<file path="config.mk">
export PLATFORM = sky130hd
export DESIGN_NAME = dcache
export DESIGN_NICKNAME = d
export VERILOG_FILES = /design/src/rtl/type_pkg.sv /design/src/rtl/dcache_array.sv /design/src/rtl/dcache.sv
export SDC_FILE = /design/constraint.sdc
export NUM_CORES = 1
export LEC_CHECK = 0
export ABC_CLOCK_PERIOD_IN_PS = 10060
export CAP_MARGIN = 10
export CELL_PAD_IN_SITES_DETAIL_PLACEMENT = 1
export CELL_PAD_IN_SITES_GLOBAL_PLACEMENT = 1
export CORE_UTILIZATION = 52
export CTS_BUF_LIST = sky130_fd_sc_hd__clkbuf_4 sky130_fd_sc_hd__clkbuf_8 sky130_fd_sc_hd__clkbuf_16
export DETAILED_ROUTE_END_ITERATION = 10
export PLACE_DENSITY = 0.91
export SYNTH_ARGS = -nofsm -noshare
export SYNTH_HDL_FRONTEND = slang
export SYNTH_HIERARCHICAL = 1
export SYNTH_SLANG_ARGS = --single-unit
</file>
<file path="constraint.sdc">
create_clock -name clk -period 10.06 [get_ports clk]
set_input_delay 2.515 -clock clk [delete_from_list [all_inputs] [get_ports clk]]
set_output_delay 2.515 -clock clk [all_outputs]
set_load 0.02 [all_outputs]
</file>
<file path="src/rtl/type_pkg.sv">
// Shared scalar types for the load/store path, plus the data-cache FSM state.
package type_pkg;

    typedef logic [31:0] addr_t;
    typedef logic [31:0] data_t;
    typedef logic [3:0]  byte_en_t;

    typedef enum logic [1:0] {
        IDLE   = 2'd0,
        MEM_RD = 2'd1,
        MEM_WR = 2'd2,
        RESP   = 2'd3
    } dcache_state_t;

endpackage

</file>
<file path="src/rtl/dcache_array.sv">
// Direct-mapped one-word-per-line storage: valid/tag/data flops, combinational lookup,
// a fill port for load misses and a byte-masked update port for store hits.
module dcache_array
    import type_pkg::*;
#(
    parameter int LINES = 16,
    parameter int IDX_W = $clog2(LINES)
) (
    input  logic        clk,
    input  logic        rst_n,
    input  logic [29:0] i_word,
    output logic        o_hit,
    output data_t       o_rdata,
    input  logic        i_fill_en,
    input  data_t       i_fill_data,
    input  logic        i_upd_en,
    input  byte_en_t    i_upd_be,
    input  data_t       i_upd_data
);
    localparam int TAG_W = 30 - IDX_W;

    logic [LINES-1:0] r_valid;
    logic [TAG_W-1:0] r_tag [LINES];
    data_t            r_data [LINES];

    logic [IDX_W-1:0] w_idx;
    logic [TAG_W-1:0] w_tag;

    assign w_idx   = i_word[IDX_W-1:0];
    assign w_tag   = i_word[29 -: TAG_W];
    assign o_hit   = r_valid[w_idx] && (r_tag[w_idx] == w_tag);
    assign o_rdata = r_data[w_idx];

    always_ff @(posedge clk) begin
        if (!rst_n) begin
            r_valid <= '0;
        end else if (i_fill_en) begin
            r_valid[w_idx] <= 1'b1;
        end
    end

    // Tag/data need no reset; a line is only trusted once its valid bit is set.
    always_ff @(posedge clk) begin
        if (i_fill_en) begin
            r_tag[w_idx]  <= w_tag;
            r_data[w_idx] <= i_fill_data;
        end else if (i_upd_en) begin
            for (int b = 0; b < 4; b++) begin
                if (i_upd_be[b]) begin
                    r_data[w_idx][8*b +: 8] <= i_upd_data[8*b +: 8];
                end
            end
        end
    end

endmodule

</file>
<file path="src/rtl/dcache.sv">
// Direct-mapped write-through, no-write-allocate data cache between LSU and memory bus.
// Splits misaligned accesses into two word beats and positions store lanes.
//
//   state  | meaning
//   IDLE   | waiting for an LSU beat; load hits answered from the array
//   MEM_RD | single-word memory read outstanding (load miss)
//   MEM_WR | memory write outstanding (every store with enabled lanes)
//   RESP   | ready pulse; beat register updated
module dcache
    import type_pkg::*;
#(
    parameter int LINES = 16,
    parameter int IDX_W = $clog2(LINES)
) (
    input  logic     clk,
    input  logic     rst_n,
    input  logic     valid,
    input  addr_t    addr,
    input  data_t    wdata,
    input  byte_en_t byte_en,
    output logic     ready,
    output data_t    rdata,
    output logic     mem_req,
    output logic     mem_we,
    output addr_t    mem_addr,
    output data_t    mem_wdata,
    output byte_en_t mem_be,
    input  logic     mem_ack,
    input  data_t    mem_rdata
);
    dcache_state_t r_state;
    logic          r_beat;
    logic          r_cur_beat;
    addr_t         r_beat_addr;
    logic [1:0]    r_off;
    logic          r_ready;
    data_t         r_rdata;
    logic          r_mem_req;
    logic          r_mem_we;
    addr_t         r_mem_addr;
    data_t         r_mem_wdata;
    byte_en_t      r_mem_be;

    logic          w_beat1;
    logic [1:0]    w_off;
    logic [29:0]   w_word;
    logic [7:0]    w_be8;
    logic [63:0]   w_wd64;
    byte_en_t      w_st_be;
    data_t         w_st_data;
    logic          w_is_store;
    logic [29:0]   w_lookup;
    logic          w_hit;
    data_t         w_hit_data;
    logic          w_fill_en;
    logic          w_upd_en;

    assign w_beat1    = r_beat && (addr == r_beat_addr);
    assign w_off      = addr[1:0];
    assign w_word     = addr[31:2] + {29'd0, w_beat1};
    assign w_is_store = (byte_en != 4'b0000);

    // Shift into a double-word window; the low half is beat 0, the high half beat 1.
    assign w_be8      = {4'b0000, byte_en} << w_off;
    assign w_wd64     = {32'd0, wdata} << {w_off, 3'b000};
    assign w_st_be    = w_beat1 ? w_be8[7:4]    : w_be8[3:0];
    assign w_st_data  = w_beat1 ? w_wd64[63:32] : w_wd64[31:0];

    assign w_lookup   = (r_state == IDLE) ? w_word : r_mem_addr[31:2];
    assign w_fill_en  = (r_state == MEM_RD) && mem_ack;
    assign w_upd_en   = (r_state == MEM_WR) && mem_ack && w_hit;

    dcache_array #(
        .LINES (LINES),
        .IDX_W (IDX_W)
    ) u_array (
        .clk         (clk),
        .rst_n       (rst_n),
        .i_word      (w_lookup),
        .o_hit       (w_hit),
        .o_rdata     (w_hit_data),
        .i_fill_en   (w_fill_en),
        .i_fill_data (mem_rdata),
        .i_upd_en    (w_upd_en),
        .i_upd_be    (r_mem_be),
        .i_upd_data  (r_mem_wdata)
    );

    always_ff @(posedge clk) begin
        if (!rst_n) begin
            r_state     <= IDLE;
            r_beat      <= 1'b0;
            r_cur_beat  <= 1'b0;
            r_beat_addr <= '0;
            r_off       <= 2'b00;
            r_ready     <= 1'b0;
            r_rdata     <= '0;
            r_mem_req   <= 1'b0;
            r_mem_we    <= 1'b0;
            r_mem_addr  <= '0;
            r_mem_wdata <= '0;
            r_mem_be    <= '0;
        end else begin
            r_ready <= 1'b0;
            if (!valid || (addr != r_beat_addr)) begin
                r_beat <= 1'b0;
            end
            case (r_state)
                IDLE: begin
                    if (valid) begin
                        r_cur_beat <= w_beat1;
                        r_off      <= w_off;
                        if (!w_is_store) begin
                            if (w_hit) begin
                                r_rdata <= w_hit_data;
                                r_ready <= 1'b1;
                                r_state <= RESP;
                            end else begin
                                r_mem_req  <= 1'b1;
                                r_mem_we   <= 1'b0;
                                r_mem_addr <= {w_word, 2'b00};
                                r_mem_be   <= 4'b0000;
                                r_state    <= MEM_RD;
                            end
                        end else if (w_st_be == 4'b0000) begin
                            r_ready <= 1'b1;
                            r_state <= RESP;
                        end else begin
                            r_mem_req   <= 1'b1;
                            r_mem_we    <= 1'b1;
                            r_mem_addr  <= {w_word, 2'b00};
                            r_mem_wdata <= w_st_data;
                            r_mem_be    <= w_st_be;
                            r_state     <= MEM_WR;
                        end
                    end
                end
                MEM_RD: begin
                    if (mem_ack) begin
                        r_mem_req <= 1'b0;
                        r_rdata   <= mem_rdata;
                        r_ready   <= 1'b1;
                        r_state   <= RESP;
                    end
                end
                MEM_WR: begin
                    if (mem_ack) begin
                        r_mem_req <= 1'b0;
                        r_ready   <= 1'b1;
                        r_state   <= RESP;
                    end
                end
                RESP: begin
                    r_beat      <= valid && !r_cur_beat && (r_off != 2'b00);
                    r_beat_addr <= addr;
                    r_state     <= IDLE;
                end
                default: r_state <= IDLE;
            endcase
        end
    end

    assign ready     = r_ready;
    assign rdata     = r_rdata;
    assign mem_req   = r_mem_req;
    assign mem_we    = r_mem_we;
    assign mem_addr  = r_mem_addr;
    assign mem_wdata = r_mem_wdata;
    assign mem_be    = r_mem_be;

endmodule

</file>
After elaboration in Yosys (flattened, before gate mapping)

Memories as Yosys holds them, arrays and structs flattened.
Index checks and enable logic that the tools add are counted.

Bits in registers: 157
Memory bits (writable): 928
Bits of input ports: 104
Output and inout port bits: 103
Word-level logic and storage cells: 128
Memories kept: 2

$add $sub $neg: 1
Order comparisons: 2
Equality and inequality tests: 15
Shift-type cells: 2
Muxes and demuxes: 62
Bitwise operators: 6
Reductions and logical operators: 25

Memory list:

| memory         | depth | bits a word | read ports | clocked after memory_dff | wr ports | RTL line           | text |
|---|---|---|---|---|---|---|---|
| u_array.r_data | 16    | 32          | 1          | 0                        | 1        | dcache_array.sv:24 | `data_t r_data [LINES];` |
| u_array.r_tag  | 16    | 26          | 1          | 0                        | 1        | dcache_array.sv:23 | `logic [TAG_W-1:0] r_tag [LINES];` |

Operators with widths:

| cell                                                        | number |
|---|---|
| two-way mux 32 bit                                          | 8 |
| case mux 32 bit (2 select lines)                            | 1 |
| left shift 32 x 5 -> 64 bit                                 | 1 |
| two-way mux 1 bit                                           | 35 |
| == test 32 bit                                              | 1 |
| two-way mux 8 bit                                           | 4 |
| != test 32 bit                                              | 1 |
| adder 30 x 1 -> 30 bit                                      | 1 |
| two-way mux 30 bit                                          | 1 |
| == test 26 bit                                              | 1 |
| two-way mux 4 bit                                           | 4 |
| OR 16 bit                                                   | 1 |
| != test 2 bit (second input constant)                       | 6 |
| AND reduction 5 bit                                         | 2 |
| logical AND 1 bit                                           | 8 |
| two-way mux 2 bit                                           | 4 |
| AND reduction 4 bit                                         | 2 |
| nonzero test 2 bit                                          | 4 |
| left shift 4 x 2 -> 8 bit                                   | 1 |
| != test 3 bit (second input constant)                       | 2 |
| case mux 2 bit (3 select lines)                             | 1 |
| less-than comparator 4 x 5 -> 1 bit (second input constant) | 1 |
| binary-select mux 1 bit (select 4 bit)                      | 1 |
| demux 1 bit (select 4 bit)                                  | 1 |
| 14 further kinds                                            | 21 |

Logic depth before layout (Yosys ltp)

Depth after elaboration: 12
Depth in mapped cells: 29
Depth with buffers taken out: 27

Cells and area by module

Netlist, hierarchy kept.

By module, submodules not included:

| module       | times used | cells each | area each (um2) | seq. area each (um2) |
|---|---|---|---|---|
| dcache_array | 1          | 1661       | 36959.2         | 28187.0 |
| dcache       | 1          | 911        | 7566.0          | 2782.7 |

Worst setup path after synthesis

No wires, ideal clock.

Path kind: input port to flip-flop
From: input addr[1]
To: memory u_array/r_data[10][0] (netlist bit) (enable)
Library setup time: 0.370 ns
Data arrival time: 8.437 ns
Data required time: 9.690 ns
Path slack: 1.253 ns
Stages on the path: 26
Path buffers: 3
Cells stage by stage: clkbuf_1 xnor2_1 nand2_1 or3b_2 nor4_1 and3_1 ha_1 nand3_1 nor2_1 and3_1 and2_1 clkbuf_1 nand4_1 xor2_1 a21oi_1 inv_1 and3_1 o21ai_0 o311a_1 nand4_1 or4_1 nor4_2 and3_1 a21oi_1 clkbuf_1 nor2_1

Elaborated cells on any way between the ends: 14
Classes of those cells: 1 x add/sub; 2 x eq/ne; 6 x mux; 1 x bitwise; 3 x reduce/logical; 1 x memory

RTL lines:

| element                                 | RTL line           | text |
|---|---|---|
| start: declaration                      | dcache.sv:18       | `input addr_t addr,` |
| == test 32 bit                          | dcache.sv:58       | `assign w_beat1 = r_beat && (addr == r_beat_addr);` |
| logical AND 1 bit                       | dcache.sv:58       |  |
| net w_beat1                             | dcache.sv:44       | `logic w_beat1;` |
| adder 30 x 1 -> 30 bit                  | dcache.sv:60       | `assign w_word = addr[31:2] + {29'd0, w_beat1};` |
| two-way mux 30 bit                      | dcache.sv:69       | `assign w_lookup = (r_state == IDLE) ? w_word : r_mem_addr[31:2];` |
| net w_lookup[29]                        | dcache.sv:52       | `logic [29:0] w_lookup;` |
| == test 26 bit                          | dcache_array.sv:31 | `assign o_hit = r_valid[w_idx] && (r_tag[w_idx] == w_tag);` |
| logical AND 1 bit                       | dcache_array.sv:31 |  |
| net w_hit                               | dcache.sv:53       | `logic w_hit;` |
| logical AND 1 bit                       | dcache.sv:71       | `assign w_upd_en = (r_state == MEM_WR) && mem_ack && w_hit;` |
| net w_upd_en                            | dcache.sv:56       | `logic w_upd_en;` |
| two-way mux 1 bit                       | dcache_array.sv:47 | `end else if (i_upd_en) begin` |
| two-way mux 1 bit                       | dcache_array.sv:44 | `if (i_fill_en) begin` |
| two-way mux 1 bit (implied by the code) | dcache_array.sv:50 | `r_data[w_idx][8*b +: 8] <= i_upd_data[8*b +: 8];` |
| OR 1 bit (no line)                      | n/a                |  |
| end: declaration                        | dcache_array.sv:24 |  |

The timed path passes the listed nets, and every way through them passes these cells. The select of a mux whose other input is x is not followed.

Final worst setup path

From: input addr[30]
To: memory u_array/r_data[11][24] (netlist bit) (data pin)

Elaborated cells on any way between the ends: 14
Classes of those cells: 1 x add/sub; 2 x eq/ne; 7 x mux; 3 x reduce/logical; 1 x memory

RTL lines:

| element                                 | RTL line |
|---|---|
| == test 32 bit                          | dcache.sv:58 |
| logical AND 1 bit                       | dcache.sv:58 |
| net w_beat1                             | dcache.sv:44 |
| adder 30 x 1 -> 30 bit                  | dcache.sv:60 |
| two-way mux 30 bit                      | dcache.sv:69 |
| net w_lookup[25]                        | dcache.sv:52 |
| == test 26 bit                          | dcache_array.sv:31 |
| logical AND 1 bit                       | dcache_array.sv:31 |
| net w_hit                               | dcache.sv:53 |
| logical AND 1 bit                       | dcache.sv:71 |
| net w_upd_en                            | dcache.sv:56 |
| two-way mux 1 bit                       | dcache_array.sv:47 |
| two-way mux 1 bit                       | dcache_array.sv:44 |
| two-way mux 1 bit (implied by the code) | dcache_array.sv:50 |
| two-way mux 8 bit (no line)             | n/a |

The timed path passes the listed nets, and every way through them passes these cells. The select of a mux whose other input is x is not followed.

==> results.sh <==
export IMPL_drtPass1Iterations=6
export IMPL_p_per_area_nw_per_um2=289
export IMPL_route_vias_total=28500
export IMPL_critical_path_max_stage_delay_ns=0.65
export IMPL_worst_path_max_fanout=16
export IMPL_crit_type="input pin to flop"
export IMPL_period_share_pct=97.7
export IMPL_period_minus_slack_ns=9.83
export IMPL_cp_slowest_cell="nor4_2"
export IMPL_cts_root_buf="clkbuf_16"
export IMPL_synthesis_area_sq_um=44500
export IMPL_grtUsageTotal_pct=35.4
export IMPL_r2r_start="r_beat_addr[1]$_SDFFE_PN0P_"
export IMPL_yosysMostFrequentCell="edfxtp_1"
export IMPL_vdd_drop_max_mv=0.211
export IMPL_cp_num_buf_inv=3
export IMPL_io_pins=207
export IMPL_cts_tree="yes"
export IMPL_grt_ovfl_total=0
export IMPL_hold_viol_final=0
export IMPL_met1_length_microns=51200
export IMPL_cts_hold_buffers_added=0
export IMPL_grt_pass1_vias=30000
export IMPL_cts_num_sinks=1083
export IMPL_share_comb_of_total_power_pct=34.6
export IMPL_worstPathArrival_ns=10.18
export IMPL_synth_flop_cell="edfxtp_1"
export IMPL_die_height_microns=295
export IMPL_seqPwrFrac_pct=37.3
export IMPL_numPortBuffers=204
export IMPL_synth_mux_area_share_pct=17.6
export IMPL_yosysSeqAreaShare_pct=69.6
export IMPL_end_kind="flop"
export IMPL_fin_ws_ns=0.227
export IMPL_postCtsSetupBuffers=0
export IMPL_postRouteAntennaNets=0
export IMPL_report_power_total_uw=15100
export IMPL_wl_per_cell_microns=37.0
export IMPL_rrSetupSlack_ns=2.27
export IMPL_antenna_found_initial=5
export IMPL_syn_inst=2572
export IMPL_slew_headroom_pct=19.8
export IMPL_yosys_top_cells_area="edfxtp_1 (63%), mux4_2 (13%), dfxtp_1 (7.0%)"
export IMPL_grt_setup_unrepaired="no"
export IMPL_clk_latency_ns=0.72
export IMPL_internal_power_uw=9860
export IMPL_synth_edf_count=928
export IMPL_p_leak_uw=0.0171
export IMPL_cts_reportedPaths_clkPinSlew_ns=0.06
export IMPL_crit_family="simple AND/OR/NAND/NOR gates"
export IMPL_async_reset_ff_share_pct=0
export IMPL_route_top_layer_used="met5"
export IMPL_synth_compound_area_share_pct=4.07
export IMPL_min_delay_start="r_cur_beat$_SDFFE_PN0P_"
export IMPL_min_path_cells=2
export IMPL_grt_max_degree=101
export IMPL_grt_pass1_wl_microns=216000
export IMPL_place_ws_ns=-0.188
export IMPL_fin_tns_setup_ns=0
export IMPL_chipWidth_microns=295
export IMPL_start_util_pct=52.9
export IMPL_start_kind="input pin"
export IMPL_cts_resized=0
export IMPL_hold_end="r_cur_beat$_SDFFE_PN0P_"
export IMPL_nets=3005
export IMPL_drv_slew=0
export IMPL_yosys_warnings=6
export IMPL_skew_ns=0.0893
export IMPL_synth_xor_area_share_pct=1.61
export IMPL_netlist_area_leader_share_pct=62.6
export IMPL_synth_fa_ha_area_share_pct=0.197
export IMPL_htreeDepth=3
export IMPL_drc=0
export IMPL_p_sw_share_pct=34.9
export IMPL_drt_wl_total_microns=153000
export IMPL_core_sq_um=84200
export IMPL_clock_fmax_mhz=102
export IMPL_p_clk_share_pct=28.1
export IMPL_wl_met3_microns=17500
export IMPL_design_area_sq_um=52400
export IMPL_p_sw_uw=5280
export IMPL_worst_hold_path_type="flop to flop"
export IMPL_finalSetupViolCount=0
export IMPL_cts_buffers_inserted=108
export IMPL_routed_via_density=6.92
export IMPL_maxCapViolCount=0
export IMPL_synth_avg_cell_area_sq_um=17.3
export IMPL_rows=106
export IMPL_hold_ws_ns=0.466
export IMPL_clk_path_buf_depth=3
export IMPL_synthDistinctLibCells=71
export IMPL_worst_ep_required_time_ns=10.40
export IMPL_drive_gt1_share_pct=23.0
export IMPL_yosys_top_cells_count="edfxtp_1 (928), mux4_2 (259), nor2_1 (249)"
export IMPL_wl_met2_microns=74400
export IMPL_worstMarginPinSlew_ns=1.20
export IMPL_gp_congestion=0.926
export IMPL_first_iter_violations=3887
export IMPL_synth_top_family_by_area="multiplexers"
export IMPL_reg2reg_depth=25
export IMPL_yosys_area_share_simple_pct=5.04
export IMPL_yosys_area_top_type="edfxtp_1"
export IMPL_status="finished clean"
export IMPL_r2r_end="u_array/r_data[11][24]$_DFFE_PP_"
export IMPL_placed_cell_area_sq_um=48600
export IMPL_hpwl_microns=89200
export IMPL_crit_path_frequent_cell="and3_1"
export IMPL_area_delta_synth_final_pct=17.7
export IMPL_synth_seq_cells=1083
export IMPL_die_area_sq_um=86800
==> placed cells by master (no fill, tap or decap), types with 14 or more instances in the layout <==
| cell type | synthesis | layout |
|---|---|---|
| clkinv_2 | 0 | 16 |
| clkbuf_4 | 0 | 27 |
| or3_1 | 14 | 14 |
| buf_4 | 11 | 158 |
| mux2i_1 | 152 | 152 |
| mux4_2 | 259 | 259 |
| nand3_1 | 22 | 22 |
| clkinv_1 | 0 | 16 |
| dfxtp_1 | 155 | 155 |
| o21ai_0 | 36 | 36 |
| nor3_1 | 23 | 21 |
| xor2_1 | 32 | 32 |
| mux2_2 | 44 | 42 |
| o21a_1 | 17 | 17 |
| a31oi_1 | 18 | 18 |
| nand4_1 | 14 | 14 |
| and3_1 | 31 | 28 |
| clkbuf_16 | 0 | 108 |
| a211oi_1 | 75 | 75 |
| edfxtp_1 | 928 | 928 |
| clkdlybuf4s50_1 | 0 | 201 |
| a21oi_1 | 68 | 65 |
| xnor2_1 | 50 | 50 |
| nand2_1 | 88 | 88 |
| nor2_1 | 249 | 249 |
| inv_1 | 20 | 19 |
==> registers in the layout, summed over array words and instances, names as in the netlist, 2 cells and up <==
signal           count
r_off                2
mem_addr            30
r_beat_addr         32
mem_be               4
rdata               32
r_state              2
mem_wdata           32
u_array/r_tag      416
u_array/r_data     512
u_array/r_valid     16
==> power by group through the flow <==
stage                     Sequential [uW]  Combinational, uW  Clock, uW
after floorplan                      5760               3020          0
after global placement               5680               4580          0
after detailed placement             5710               4920          0
after CTS                            5630               5140       4280
after global routing                 5650               5400       4410
final                                5640               5240       4260
==> tightest hold or removal path, delay by kind of cell, from the launching register on <==
family | cells | cell delay, ns
simple gates | 1 | 0.06
compound gates | 1 | 0.05
flops | 1 | 0.31
==> metal layers <==
layer	global-route usage, %	up-vias
met1	42.4	14500
li1	-	10900
met5	0	-
met4	19.3	8
met2	59.0	2503
met3	8.68	662
==> logic make-up after synthesis <==
| logic type | Yosys count |
|---|---|
| flip-flops | 1083 |
| AND/OR/NAND/NOR | 491 |
| multiplexers | 455 |
| AO/OA/AOI/OAI | 272 |
| buffers and inverters | 181 |
| XOR/XNOR | 82 |
| adder cells (fa/ha/maj) | 7 |
| other | 1 |
==> metrics by stage <==
stage | util (%) | cells
2_1_floorplan | - | 2573
3_3_place_gp | 57.7 | 3914
3_5_place_dp | 57.7 | 3914
4_1_cts | 62.1 | 4114
5_1_grt | 62.2 | 4118
6_report | 62.2 | 4122
==> worst max path at each step <==
stage	startpoint	end	slack, ns	depth (start not counted)
after floorplan	addr[1]	u_array/r_data[10][0]$_DFFE_PP_	1.25	26
after global placement	addr[30]	u_array/r_data[8][31]$_DFFE_PP_	0.22	22
after detailed placement	addr[30]	u_array/r_data[2][29]$_DFFE_PP_	-0.19	22
after CTS	addr[30]	mem_addr[19]$_SDFFE_PN0P_	0.23	23
after global routing	addr[30]	u_array/r_data[0][12]$_DFFE_PP_	0.04	26
final	addr[30]	u_array/r_data[11][24]$_DFFE_PP_	0.23	26
==> layout make-up <==
| cell class | count | area [sq um] |
|---|---|---|
| Fill cell | 7246 | 31800 |
| Clock inverter | 52 | 666 |
| Tap cell | 1134 | 1420 |
| Sequential cell | 1083 | 31000 |
| Timing Repair Buffer | 370 | 3360 |
| Antenna cell | 4 | 10.0 |
| Clock buffer | 148 | 3080 |
| Inverter | 22 | 86.3 |
| Multi-Input combinational cell | 1309 | 12800 |
Note: power is estimated with default switching activity, not from simulation.
